===== config.mk =====
export PLATFORM = sky130hd
export DESIGN_NAME = alu_share_arbiter
export DESIGN_NICKNAME = d
export VERILOG_FILES = /design/src/rtl/alu_share_pkg.sv /design/src/rtl/alu_share_core.sv /design/src/rtl/alu_share_arbiter.sv
export SDC_FILE = /design/constraint.sdc
export NUM_CORES = 1
export LEC_CHECK = 0
export CORE_MARGIN = 2
export CORE_UTILIZATION = 30
export DETAILED_ROUTE_END_ITERATION = 10
export PLACE_DENSITY = 0.66
export RECOVER_POWER = 25
export SLEW_MARGIN = 20
export SYNTH_ARGS = -nofsm -noshare
export SYNTH_HDL_FRONTEND = slang
export SYNTH_HIERARCHICAL = 1
export SYNTH_SLANG_ARGS = --single-unit

===== constraint.sdc =====
create_clock -name clk -period 3.53 [get_ports clk]
set_input_delay 0.706 -clock clk [delete_from_list [all_inputs] [get_ports clk]]
set_output_delay 0.706 -clock clk [all_outputs]
set_load 0.005 [all_outputs]

===== src/rtl/alu_share_pkg.sv =====
// Shared constants for the add/sub ALU arbiter: opcode encodings and the
// response-port state encoding.
package alu_share_pkg;

    localparam logic [1:0] OP_ADD  = 2'b00;
    localparam logic [1:0] OP_SUB  = 2'b01;
    localparam logic [1:0] OP_ZERO = 2'b10;

    // Response register condition, decoded from rsp_valid/rsp_ready
    typedef enum logic [1:0] {
        ST_IDLE  = 2'd0,
        ST_BUSY  = 2'd1,
        ST_STALL = 2'd2
    } state_t;

endpackage


===== src/rtl/alu_share_core.sv =====
// Combinational add/sub datapath shared by all requesters.
// cy is bit DATA_W of the widened add/sub: carry on add, borrow on sub.
module alu_share_core
    import alu_share_pkg::*;
#(
    parameter int DATA_W = 8
) (
    input  logic [1:0]        op,
    input  logic [DATA_W-1:0] a,
    input  logic [DATA_W-1:0] b,
    output logic [DATA_W-1:0] res,
    output logic              cy
);

    logic [DATA_W:0] wide;

    // Widen by one bit so the top bit captures carry/borrow
    always_comb begin
        wide = '0;
        case (op)
            OP_ADD:  wide = {1'b0, a} + {1'b0, b};
            OP_SUB:  wide = {1'b0, a} - {1'b0, b};
            OP_ZERO: wide = '0;
            default: wide = '0;
        endcase
        res = wide[DATA_W-1:0];
        cy  = wide[DATA_W];
    end

endmodule


===== src/rtl/alu_share_arbiter.sv =====
// Round-robin arbiter sharing one registered add/sub ALU among NUM_REQ
// valid/ready requesters. One-entry response register tagged with the
// requester index; one-cycle latency, full throughput when rsp_ready=1.
// Optional: define ALU_SHARE_PERF_EN for saturating grant/stall counters.
module alu_share_arbiter
    import alu_share_pkg::*;
#(
    parameter int NUM_REQ = 4,
    parameter int DATA_W  = 8,
    parameter int ID_W    = 2
) (
    input  logic                      clk,
    input  logic                      rst_n,
    input  logic [NUM_REQ-1:0]        req_valid,
    output logic [NUM_REQ-1:0]        req_ready,
    input  logic [2*NUM_REQ-1:0]      req_op,
    input  logic [DATA_W*NUM_REQ-1:0] req_a,
    input  logic [DATA_W*NUM_REQ-1:0] req_b,
    output logic                      rsp_valid,
    input  logic                      rsp_ready,
    output logic [ID_W-1:0]           rsp_id,
    output logic [DATA_W-1:0]         rsp_data,
    output logic                      rsp_cy
`ifdef ALU_SHARE_PERF_EN
    ,
    output logic [16*NUM_REQ-1:0]     perf_grants,
    output logic [15:0]               perf_stall
`endif
);

    // First valid requester at or after ptr, wrapping; MSB flags a hit
    function automatic logic [ID_W:0] rr_pick(input logic [NUM_REQ-1:0] valid,
                                              input logic [ID_W-1:0]    ptr);
        logic            f;
        logic [ID_W-1:0] s;
        int              p;
        f = 1'b0;
        s = '0;
        for (int k = 0; k < NUM_REQ; k++) begin
            p = int'(ptr) + k;
            if (p >= NUM_REQ) p = p - NUM_REQ;
            if (!f && valid[p]) begin
                f = 1'b1;
                s = ID_W'(p);
            end
        end
        return {f, s};
    endfunction

    state_t              state;
    logic [ID_W-1:0]     rr_ptr, rr_ptr_d;
    logic                can_accept, found, xfer;
    logic [ID_W-1:0]     gnt;
    int                  gi;
    logic [1:0]          g_op;
    logic [DATA_W-1:0]   g_a, g_b, alu_res;
    logic                alu_cy;
    logic                rsp_valid_d, rsp_cy_d;
    logic [ID_W-1:0]     rsp_id_d;
    logic [DATA_W-1:0]   rsp_data_d;

    // Arbitration: pick a winner, drive one-hot ready, mux its operands.
    // Ready is held low in reset so nothing is accepted before the block is live.
    always_comb begin
        can_accept   = rst_n && (!rsp_valid || rsp_ready);
        {found, gnt} = rr_pick(req_valid, rr_ptr);
        xfer         = can_accept && found;
        gi           = int'(gnt);
        req_ready    = '0;
        if (xfer) req_ready[gi] = 1'b1;
        g_op = req_op[2*gi +: 2];
        g_a  = req_a[DATA_W*gi +: DATA_W];
        g_b  = req_b[DATA_W*gi +: DATA_W];
    end

    alu_share_core #(.DATA_W(DATA_W)) u_core (
        .op  (g_op),
        .a   (g_a),
        .b   (g_b),
        .res (alu_res),
        .cy  (alu_cy)
    );

    // Next state of the response register and round-robin pointer
    always_comb begin
        state = ST_IDLE;
        if (rsp_valid) state = rsp_ready ? ST_BUSY : ST_STALL;

        rsp_valid_d = rsp_valid;
        rsp_id_d    = rsp_id;
        rsp_data_d  = rsp_data;
        rsp_cy_d    = rsp_cy;
        rr_ptr_d    = rr_ptr;

        case (state)
            ST_IDLE, ST_BUSY: begin
                if (xfer) begin
                    // Reload in the same cycle the old result drains: no bubble
                    rsp_valid_d = 1'b1;
                    rsp_id_d    = gnt;
                    rsp_data_d  = alu_res;
                    rsp_cy_d    = alu_cy;
                    rr_ptr_d    = (gi + 1 == NUM_REQ) ? '0 : ID_W'(gi + 1);
                end else begin
                    rsp_valid_d = 1'b0;
                end
            end
            default: ; // STALL: hold everything
        endcase
    end

    // Response register and pointer; reset discards any pending result
    always_ff @(posedge clk or negedge rst_n) begin
        if (!rst_n) begin
            rsp_valid <= 1'b0;
            rsp_id    <= '0;
            rsp_data  <= '0;
            rsp_cy    <= 1'b0;
            rr_ptr    <= '0;
        end else begin
            rsp_valid <= rsp_valid_d;
            rsp_id    <= rsp_id_d;
            rsp_data  <= rsp_data_d;
            rsp_cy    <= rsp_cy_d;
            rr_ptr    <= rr_ptr_d;
        end
    end

`ifdef ALU_SHARE_PERF_EN
    logic [NUM_REQ-1:0][15:0] grant_cnt;
    logic [15:0]              stall_cnt;

    assign perf_grants = grant_cnt;
    assign perf_stall  = stall_cnt;

    // Saturating per-requester transfer counters and stall-cycle counter
    always_ff @(posedge clk or negedge rst_n) begin
        if (!rst_n) begin
            grant_cnt <= '0;
            stall_cnt <= '0;
        end else begin
            for (int i = 0; i < NUM_REQ; i++) begin
                if (req_valid[i] && req_ready[i] && grant_cnt[i] != 16'hFFFF)
                    grant_cnt[i] <= grant_cnt[i] + 16'd1;
            end
            if (state == ST_STALL && stall_cnt != 16'hFFFF)
                stall_cnt <= stall_cnt + 16'd1;
        end
    end
`endif

endmodule


# Word level (Yosys, flattened, before mapping)
# Index checks and enable logic that the tools add are counted.
[totals]
mem_bits_ro = 0
latchBits = 0
memories = 0
reg_bits = 14
ramBits = 0
[classes]
n_reduce_logical = 15
multipliers = 0
n_lt_le_gt_ge = 10
div_mod_pow = 0
shift = 3
bitwise = 0
n_addsub = 10
eq_ne = 3
muxes = 32
[op_table]
columns = ["operator", "n"]
rows = [
  ["$lt 32x4->1 const B", 4],
  ["$mux 32", 4],
  ["$shiftx 32x6->8", 2],
  ["$eq 32x4->1 const B", 1],
  ["$pmux 9 s2", 1],
  ["$mux 1", 14],
  ["$mux 2", 7],
  ["$sub 3x3->4 const B", 3],
  ["$add 8x8->9", 1],
  ["$ge 3x3->1 const B", 3],
  ["$sub 8x8->9", 1],
  ["$bmux 1 s2", 4],
  ["$shiftx 8x4->2", 1],
  ["$add 2x1->3 const B", 2],
  ["$add 2x2->3 const B", 2],
  ["$logic_and 1x1->1", 6],
  ["$eq 2x1->1 const B", 2],
  ["$logic_not 1->1", 4],
  ["$logic_not 2->1", 2],
  ["$mux 4", 1],
  ["$sub 2x3->4 const B", 1],
  ["$ge 2x3->1 const B", 1],
  ["$lt 2x3->1 const B", 1],
  ["$demux 1 s2", 1],
  ["4 further kinds", 4],
]

# Longest topological paths before layout
# Gate-level depths: netlist of the first run.
[logic_depth]
depth_word = 20
ltp_mapped = 17
depth_no_buf = 15

# Hierarchy
# Netlist of the first run, hierarchy kept.
[by_module_without_submodules]
columns = ["mod", "cells_per_inst", "area_per_inst_um2", "n_inst"]
rows = [
  ["alu_share_arbiter", 113, 1336.3, 1],
  ["alu_share_core", 85, 614.3, 1],
]

# Worst setup path after synthesis of the first run
# Ideal clock, no wire load.
[synth_timing]
path_type = "input port to flip-flop"
start = "input req_valid[1]"
end = "register rsp_data[7]"
t_arrival_ns = 3.943
path_slack_ns = -0.538
stages = 17
required_ns = 3.405
setup_time_ns = 0.125
n_path_buf = 3
cell_sequence = "and2b_1 nand2_2 a2bb2oi_4 buf_6 mux2i_1 mux2i_1 buf_2 nor2b_1 clkbuf_1 mux2_2 inv_1 ha_1 nor2b_1 o31a_1 o31ai_1 mux2_2 mux2_2"
[synth_between]
elab_chain_len = 16
elab_cells_between_ends = 36
classes_between = "add/sub (2); eq/ne (1); shift (3); mux (21); reduce/logical (9)"
[synth_rtl]
columns = ["element", "line", "text"]
rows = [
  ["from (decl)", "alu_share_arbiter.sv:14", "input logic [NUM_REQ-1:0] req_valid,"],
  ["$bmux 1 s2", "alu_share_arbiter.sv:42", "if (!f && valid[p]) begin"],
  ["$mux 1 (implied by the code) (2 in a row)", "alu_share_arbiter.sv:42", ""],
  ["$mux 1", "alu_share_arbiter.sv:42", ""],
  ["$logic_not 1->1", "alu_share_arbiter.sv:42", ""],
  ["$logic_and 1x1->1", "alu_share_arbiter.sv:42", ""],
  ["$mux 1", "alu_share_arbiter.sv:42", ""],
  ["$logic_not 1->1", "alu_share_arbiter.sv:42", ""],
  ["$logic_and 1x1->1", "alu_share_arbiter.sv:42", ""],
  ["$mux 1", "alu_share_arbiter.sv:42", ""],
  ["$logic_not 1->1", "alu_share_arbiter.sv:42", ""],
  ["$logic_and 1x1->1", "alu_share_arbiter.sv:42", ""],
  ["$mux 2 *", "alu_share_arbiter.sv:42", ""],
  ["$shiftx 8x4->2 *", "alu_share_arbiter.sv:71", "g_op = req_op[2*gi +: 2];"],
  ["net g_op[1]", "alu_share_arbiter.sv:55", "logic [1:0] g_op;"],
  ["$eq 2x1->1 or $logic_not 2->1 (tied branches)", "alu_share_core.sv:20", "case (op)"],
  ["$pmux 9 s2 *", "alu_share_core.sv:20", ""],
  ["net alu_res[7]", "alu_share_arbiter.sv:56", "logic [DATA_W-1:0] g_a, g_b, alu_res;"],
  ["to (signal assigned)", "alu_share_arbiter.sv:123", "rsp_data <= rsp_data_d;"],
  ["to (decl)", "alu_share_arbiter.sv:22", "output logic [DATA_W-1:0] rsp_data,"],
]
# The timed path passes the listed nets; every way through them passes the cells marked *. The select of a mux whose other input is x is not followed.
# A chain may end at the register's enable or synchronous reset.

# Worst setup path in the final report of the first run
[layout_timing]
start = "input req_valid[1]"
end = "register rsp_data[7]"
[layout_between]
elab_chain_len = 16
elab_cells_between_ends = 36
classes_between = "add/sub (2); eq/ne (1); shift (3); mux (21); reduce/logical (9)"
[layout_rtl]
columns = ["element", "line", "text"]
rows = [
  ["$bmux 1 s2", "alu_share_arbiter.sv:42", ""],
  ["$mux 1 (implied by the code) (2 in a row)", "alu_share_arbiter.sv:42", ""],
  ["$mux 1", "alu_share_arbiter.sv:42", ""],
  ["$logic_not 1->1", "alu_share_arbiter.sv:42", ""],
  ["$logic_and 1x1->1", "alu_share_arbiter.sv:42", ""],
  ["$mux 1", "alu_share_arbiter.sv:42", ""],
  ["$logic_not 1->1", "alu_share_arbiter.sv:42", ""],
  ["$logic_and 1x1->1", "alu_share_arbiter.sv:42", ""],
  ["$mux 1", "alu_share_arbiter.sv:42", ""],
  ["$logic_not 1->1", "alu_share_arbiter.sv:42", ""],
  ["$logic_and 1x1->1", "alu_share_arbiter.sv:42", ""],
  ["$mux 2 *", "alu_share_arbiter.sv:42", ""],
  ["$shiftx 32x6->8 *", "alu_share_arbiter.sv:73", "g_b = req_b[DATA_W*gi +: DATA_W];"],
  ["net g_b[4]", "alu_share_arbiter.sv:56", ""],
  ["$sub 8x8->9 or $add 8x8->9 (tied branches)", "alu_share_core.sv:22, alu_share_core.sv:21", ""],
  ["$pmux 9 s2 *", "alu_share_core.sv:20", ""],
  ["net alu_res[7]", "alu_share_arbiter.sv:56", ""],
]
# Marked as above.

==> summary.txt, run 1 <==
Power
  – Sw power: 1.35 mW
  – Flop pwr share: 0.077
  – Combinational Power Share: 0.880
  – VDD IR max: 0.000442 V
  – Sw Share: 0.378
  – Clock power frac: 0.044
  – Pwr Density: 886 nW/µm²
  – Leakage power: 1.73 nW
  – Pint: 2.22 mW

Detailed routing
  – Initial DRC count: 52
  – Routed vias: 2118
  – Vias per cell: 4.88
  – Total Routed Length: 6420 µm
  – # DRC: 0
  – DR pass1 iterations: 5
  – Wire length per cell: 14.8 µm
  – Antenna viol nets, final: 0

Logic synthesis
  – Syn Inst Count: 198
  – Ys Warns: 6
  – Mean Syn Cell Area: 9.85 µm²
  – Netlist cell types: 46
  – Seq cells post-synth: 14
  – Seq/Total Area, Yosys: 0.180
  – Yosys top cell by area: mux2i_1
  – Ranking of synthesized cells by area: mux2i_1, dfrtp_1, ha_1
  – Post-synth EDFFs: 0
  – Post-synth ARST share: 1.00
  – Synthesized area: 1950 µm²
  – Yosys top cell area share: 0.277
  – Top_reg_cell synth: dfrtp_1
  – Syn Nets: 288

STA
  – RSZ-0062 raised after global routing: yes
  – # setup viols final: 7
  – Clock Skew: 0.00301 ns
  – Relative slew slack: 0.525
  – Hold Vio Cnt, Final: 0
  – Pin slew with the least headroom to its limit: 0.712 ns
  – Final hold slack: 0.513 ns
  – Slew Limit Fails: 0
  – Tcrit/Tclk final: 1.10
  – Setup ws final: -0.343 ns
  – Fmax achieved: 258 MHz
  – Final min period: 3.87 ns

Floorplan
  – Initial Util: 0.309
  – Die area: 7160 µm²
  – Core footprint: 6310 µm²
  – Die width: 84.6 µm
  – Die H: 84.6 µm
  – Row count: 29
  – IO Count: 95

Status
  – Failing checks: negative setup slack
  – Outcome: finished with violations

Clock tree
  – Clk sinks: 14
  – Worst-skew pair later-pin latency: 0.25 ns
  – CTS buffer count: 3
  – Buffer levels on the longest clock path: 2
  – Post-CTS Hold Fix Bufs: 0
  – CTS tree: built
  – CTS Root Cell: clkbuf_8
  – Clock transition at path regs: 0.06 ns
  – H-tree depth: 1

Critical path
  – Worst path required time: 3.66 ns
  – Slowest cell delay on critical path: 0.41 ns
  – Crit path DAT: 4.01 ns
  – Crit-path cells: buf_8 > and2b_1 > nand2_2 > a2bb2oi_4 > buf_4 > buf_8 > mux2i_2 > mux2i_4 > nor3_4 > a31oi_4 > xnor2_2 > ha_2 > or3_4 > o22a_1 > o31ai_4 > mux2_4 > mux2_4
  – Worst Path Max Fanout: 14
  – Max stage delay cell, worst path: or3_4
  – R2r startpoint: rr_ptr[0]
  – Crit path from: req_valid[1]
  – Kind of start point of the critical path: primary input
  – Worst r2r path cells: 16
  – Crit path capture type: register
  – Critical path depth: 17
  – Critical path class: in -> reg
  – Cell family with most CP delay: multiplexers
  – WP buf/inv: 3

Global route
  – First-pass GRT wire length: 10500 µm
  – Vias in the first global route: 2238
  – Largest net degree at the start of global routing: 18
  – Global-route usage over all layers: 0.176
  – Total grt overflow: 0
  – Initial antenna violation count: 0

Final layout
  – Sequential cell area: 350 µm²
  – Non-Filler Instances: 434
  – Layout cell share with drive strength beyond 1: 0.443
  – # fillers: 517
  – Post-Route Utilization: 0.640
  – Area of the multi-input gates: 1900 µm²
  – Design area: 4040 µm²
  – Area added between synthesis and finish: 107%
  – Diode count: 0
  – Nets: 448

Placed design
  – Dpl hpwl: 4570 µm
  – Placed cells: 405
  – GP Congestion: 0.890
  – I/O Buffers: 94
  – DP Area: 3300 µm²

Run
  – Total of max-cap violations: 0

Hold path
  – Hold Path Class: reg -> reg
  – Hold path start: rsp_id[1]
  – Hold path depth: 1
==> metal layers <==
metal	track usage	up-vias	part of all wire
li1	-	1042	-
met5	0	-	0
met3	0.0285	10	0.052
met1	0.224	999	0.42
met4	0.0173	0	0.011
met2	0.325	67	0.51
==> layout make-up <==
cell class,instances,area share
clock buffer,4,0.0136
inverter,9,0.00836
multi-input combinational,165,0.471
sequential,14,0.0867
tap,77,0.0238
timing repair buffer,165,0.396
==> repair_timing <==
| item | 4_1_cts | 5_1_grt |
|---|---|---|
| resized for setup | 75 | 38 |
| endpoints found under the setup margin | 9 | 7 |
| cloned | 2 | 1 |
| pin swaps | 19 | 19 |
| buffers inserted | 16 | 10 |
==> placed cells by master, fill, tap and decap left out, types with 3 or more instances in the layout <==
cell type	instances
nor2_1	13
mux2i_1	34
and2b_2	3
dfrtp_1	14
buf_12	3
inv_1	6
xnor2_1	4
ha_1	4
mux2_2	5
nor2_4	3
buf_4	52
mux2i_4	15
nor2b_4	4
inv_2	3
mux2i_2	5
ha_2	3
buf_6	13
mux2_4	9
nor3b_1	4
ha_4	3
clkbuf_8	4
o21ai_0	4
o21a_1	4
clkdlybuf4s50_1	89
nor3_1	3
==> Yosys cell counts (2+ instances only) <==
cell / count
o21a_1: 4
a211oi_1: 2
o21ai_0: 7
nor2_1: 14
ha_1: 10
nor2b_1: 4
buf_6: 5
nor3_1: 4
buf_8: 2
nand2_1: 2
nor2b_4: 2
mux2i_1: 54
mux2_4: 4
nor4b_1: 2
or4_1: 2
a21oi_1: 4
inv_1: 9
dfrtp_1: 14
nor3b_1: 4
o31a_1: 2
a31oi_1: 2
nand2b_1: 2
nand3_1: 2
nor2_2: 2
and2b_2: 2
xnor2_1: 6
mux2_2: 10
and2b_1: 2
clkbuf_1: 2
==> metrics by stage <==
stage | worst slack [ns] | setup TNS [ns] | power (mW)
final | -0.343 | -1.47 | 3.58
after global placement | -0.890 | -5.18 | 2.50
after detailed placement | -0.910 | -5.46 | 2.52
after global routing | -0.495 | -2.52 | 3.86
after CTS | -0.304 | -1.21 | 3.25
after floorplan | -0.418 | -0.921 | 1.69
==> power groups by stage <==
stage	sequential [mW]	combinational, mW	clock [mW]
after detailed placement	0.272	2.24	0
after global placement	0.271	2.23	0
after global routing	0.283	3.41	0.168
after floorplan	0.271	1.42	0
after CTS	0.274	2.81	0.162
final	0.274	3.15	0.157
==> state kept, by name (all words and copies together) (netlist names) <==
name and cells:
rr_ptr 2, rsp_cy 1, rsp_valid 1, rsp_data 8
rsp_id 2
==> cells by family after synthesis <==
kind of cell	Yosys count	share of synthesized area
mux	68	0.366
simple gates	51	0.165
compound gates	29	0.120
buf+inv	19	0.0680
flops	14	0.180
fa+ha+maj	11	0.0744
xor+xnor	6	0.0269
==> final timing paths <==
kind	end	slack, ns
hold reg to reg	rsp_id[1]	0.51
setup / recovery	rsp_data[7]	-0.34
max in group asynchronous	rsp_data[7]	1.95
min in group asynchronous	rsp_valid	1.12
setup reg to reg	rsp_data[7]	-0.21
hold / removal	rsp_id[1]	0.51
No activity file was read; power rests on OpenSTA's default activity.
==> inputs of run 2 (changes only) <==
CORE_UTILIZATION = 38   (was 30)
PLACE_DENSITY = 0.8   (was 0.66)
==> summary.txt, run 2 (same netlist as run 1, synthesis figures left out) <==
Critical path
  – Kind of start point of the critical path: primary input (unchanged)
  – Critical path class: in -> reg (unchanged)
  – Worst R2R End: rsp_data[7] (unchanged)
  – R2r setup slk: -0.16 ns (was -0.21 ns)
  – R2r startpoint: rr_ptr[0] (unchanged)
  – Crit path capture type: register (unchanged)
  – Worst Path Max Fanout: 7 (was 14)
  – Crit path DAT: 3.95 ns (was 4.01 ns)
  – Worst r2r path cells: 16 (unchanged)
  – Worst path required time: 3.66 ns (about the same)

STA
  – Clock Skew: 0.00398 ns (was 0.00301 ns)
  – Tcrit/Tclk final: 1.08 (was 1.10)
  – # setup viols final: 5 (was 7)
  – Hold Vio Cnt, Final: 0 (unchanged)
  – Pin slew with the least headroom to its limit: 0.759 ns (was 0.712 ns)
  – Slew Limit Fails: 0 (unchanged)
  – Setup ws final: -0.289 ns (was -0.343 ns)
  – Final min period: 3.82 ns (was 3.87 ns)
  – RSZ-0062 raised after global routing: yes (unchanged)
  – Fmax achieved: 262 MHz (was 258 MHz)
  – Relative slew slack: 0.494 (was 0.525)
  – Setup_tns: -0.966 ns (was -1.47 ns)

Global route
  – Grt met1 use: 0.253 (was 0.224)
  – Largest net degree at the start of global routing: 18 (unchanged)
  – Met3 Use GR: 0.0410 (was 0.0285)
  – Busiest layer in global routing: met2 (unchanged)
  – First-pass GRT wire length: 9410 µm (was 10500 µm)
  – Total grt overflow: 0 (unchanged)
  – Initial antenna violation count: 0 (unchanged)
  – Vias in the first global route: 2053 (was 2238)
  – Global-route usage over all layers: 0.213 (was 0.176)
  – Grt met2 use: 0.393 (was 0.325)

Final layout
  – Commonest non-fill, non-tap cell in the layout: clkdlybuf4s50_1 (unchanged)
  – Largest regs: rsp_data x8, rr_ptr x2, rsp_id x2 (unchanged)
  – Diode count: 0 (unchanged)
  – Nets: 435 (was 448)
  – Layout cell share with drive strength beyond 1: 0.360 (was 0.443)
  – Area added between synthesis and finish: 87.0% (was 107%)
  – Post-Route Utilization: 0.723 (was 0.640)
  – Max reg flops: 8 (unchanged)
  – Largest Register: rsp_data (unchanged)
  – Most frequent cells in the layout: clkdlybuf4s50_1, buf_4, mux2i_1 (unchanged)
  – # fillers: 367 (was 517)
  – Sequential cell area: 350 µm² (unchanged)
  – Area of the multi-input gates: 1720 µm² (was 1900 µm²)

Placed design
  – I/O Buffers: 94 (unchanged)
  – Dpl hpwl: 4690 µm (was 4570 µm)
  – Pre-CTS setup slack: -1.01 ns (was -0.910 ns)
  – GP Congestion: 0.791 (was 0.890)

Power
  – Pwr Density: 841 nW/µm² (was 886 nW/µm²)
  – Leakage power: 1.60 nW (was 1.73 nW)
  – VDD IR max: 0.000415 V (was 0.000442 V)
  – Total chip power: 3.07 mW (was 3.58 mW)

Clock tree
  – Buffer levels on the longest clock path: 2 (unchanged)
  – CTS buffer count: 3 (unchanged)
  – Clock transition at path regs: 0.05 ns (was 0.06 ns)
  – CTS tree: built (unchanged)
  – Worst-skew pair later-pin latency: 0.24 ns (was 0.25 ns)
  – Clk sinks: 14 (unchanged)
  – Post-CTS Hold Fix Bufs: 0 (unchanged)
  – CTS Root Cell: clkbuf_8 (unchanged)
  – H-tree depth: 1 (unchanged)

Detailed routing
  – Total Routed Length: 6170 µm (was 6420 µm)
  – Wire length per cell: 14.9 µm (was 14.8 µm)
  – Antenna viol nets, final: 0 (unchanged)
  – Initial DRC count: 66 (was 52)
  – DR pass1 iterations: 4 (was 5)
  – Routed vias: 2071 (was 2118)
  – Vias per cell: 5.00 (was 4.88)
  – # DRC: 0 (unchanged)

Floorplan
  – Core footprint: 5040 µm² (was 6310 µm²)
  – Die H: 75.6 µm (was 84.6 µm)
  – Die area: 5720 µm² (was 7160 µm²)
  – Row count: 26 (was 29)
  – Initial Util: 0.387 (was 0.309)
  – Die width: 75.6 µm (was 84.6 µm)
  – IO Count: 95 (unchanged)

Hold path
  – Hold Path Class: reg -> reg (unchanged)
  – Hold path depth: 1 (unchanged)
  – Hold endpoint: rsp_data[5] (was rsp_id[1])
  – Hold path start: rsp_data[5] (was rsp_id[1])

Status
  – Outcome: finished with violations (unchanged)
  – Failing checks: negative setup slack (unchanged)

Run
  – Total of max-cap violations: 0 (unchanged)
[run 2: critical path: stages]
cell       delay (ns)
buf_8            0.09
and2b_1          0.22
nand2_2          0.08
a2bb2oi_4        0.22
buf_6            0.20
mux2i_1          0.30
mux2i_4          0.11
nor2b_2          0.17
buf_6            0.15
nor2_1           0.07
xnor2_1          0.21
ha_1             0.30
o21a_1           0.12
o31a_1           0.13
o31ai_2          0.28
mux2_4           0.32
mux2_4           0.26
[run 2: worst max path at each step]
stage	startpoint	to	slack (ns)	depth (start not counted)
2_1_floorplan	req_valid[1]	rsp_data[7]	-0.42	17
3_3_place_gp	req_valid[3]	rsp_cy	-0.89	16
3_5_place_dp	req_valid[3]	rsp_cy	-1.01	16
4_1_cts	req_valid[1]	rsp_data[7]	-0.28	18
5_1_grt	req_valid[1]	rsp_data[7]	-0.39	17
6_report	req_valid[1]	rsp_data[7]	-0.29	17
[run 2: routing by layer]
layer,part of all wire,wire (µm)
met5,0,0
met4,0.015,95
met3,0.067,414
met2,0.53,3240
met1,0.39,2420
[run 2: timing repair]
action                                  in CTS  in global routing
gates cloned                                 1                  0
endpoints found under the setup margin      11                  7
buffers inserted                             6                  2
gates resized for setup                     45                 20
pin swaps                                   11                  6
[run 2: through the flow]
step,cells,cell area (µm²),hold WS (ns)
global placement,402,3300,0.496
detailed placement,402,3300,0.496
floorplan,198,1990,0.410
CTS,413,3540,0.513
finish,414,3650,0.509
global route,414,3650,0.523
[run 2: where the power goes]
group / internal (mW) / total, mW / switching (mW)
Sequential: 0.226 / 0.272 / 0.0462
Combinational: 1.55 / 2.64 / 1.09
Clock: 0.0987 / 0.154 / 0.0554
Total: 1.87 / 3.07 / 1.19
[run 2: layout make-up]
type	instances	area share
Multi-Input combinational cell	165	0.471
Sequential cell	14	0.0961
Inverter	9	0.00926
Tap cell	70	0.0240
Clock buffer	4	0.0151
Timing Repair Buffer	152	0.385
==> inputs of run 3 (changes only) <==
GPL_TIMING_DRIVEN = 1   (was unset)
==> results of run 3 <==
Same layout as run 2: the final DEF is identical, and so are final timing and power.
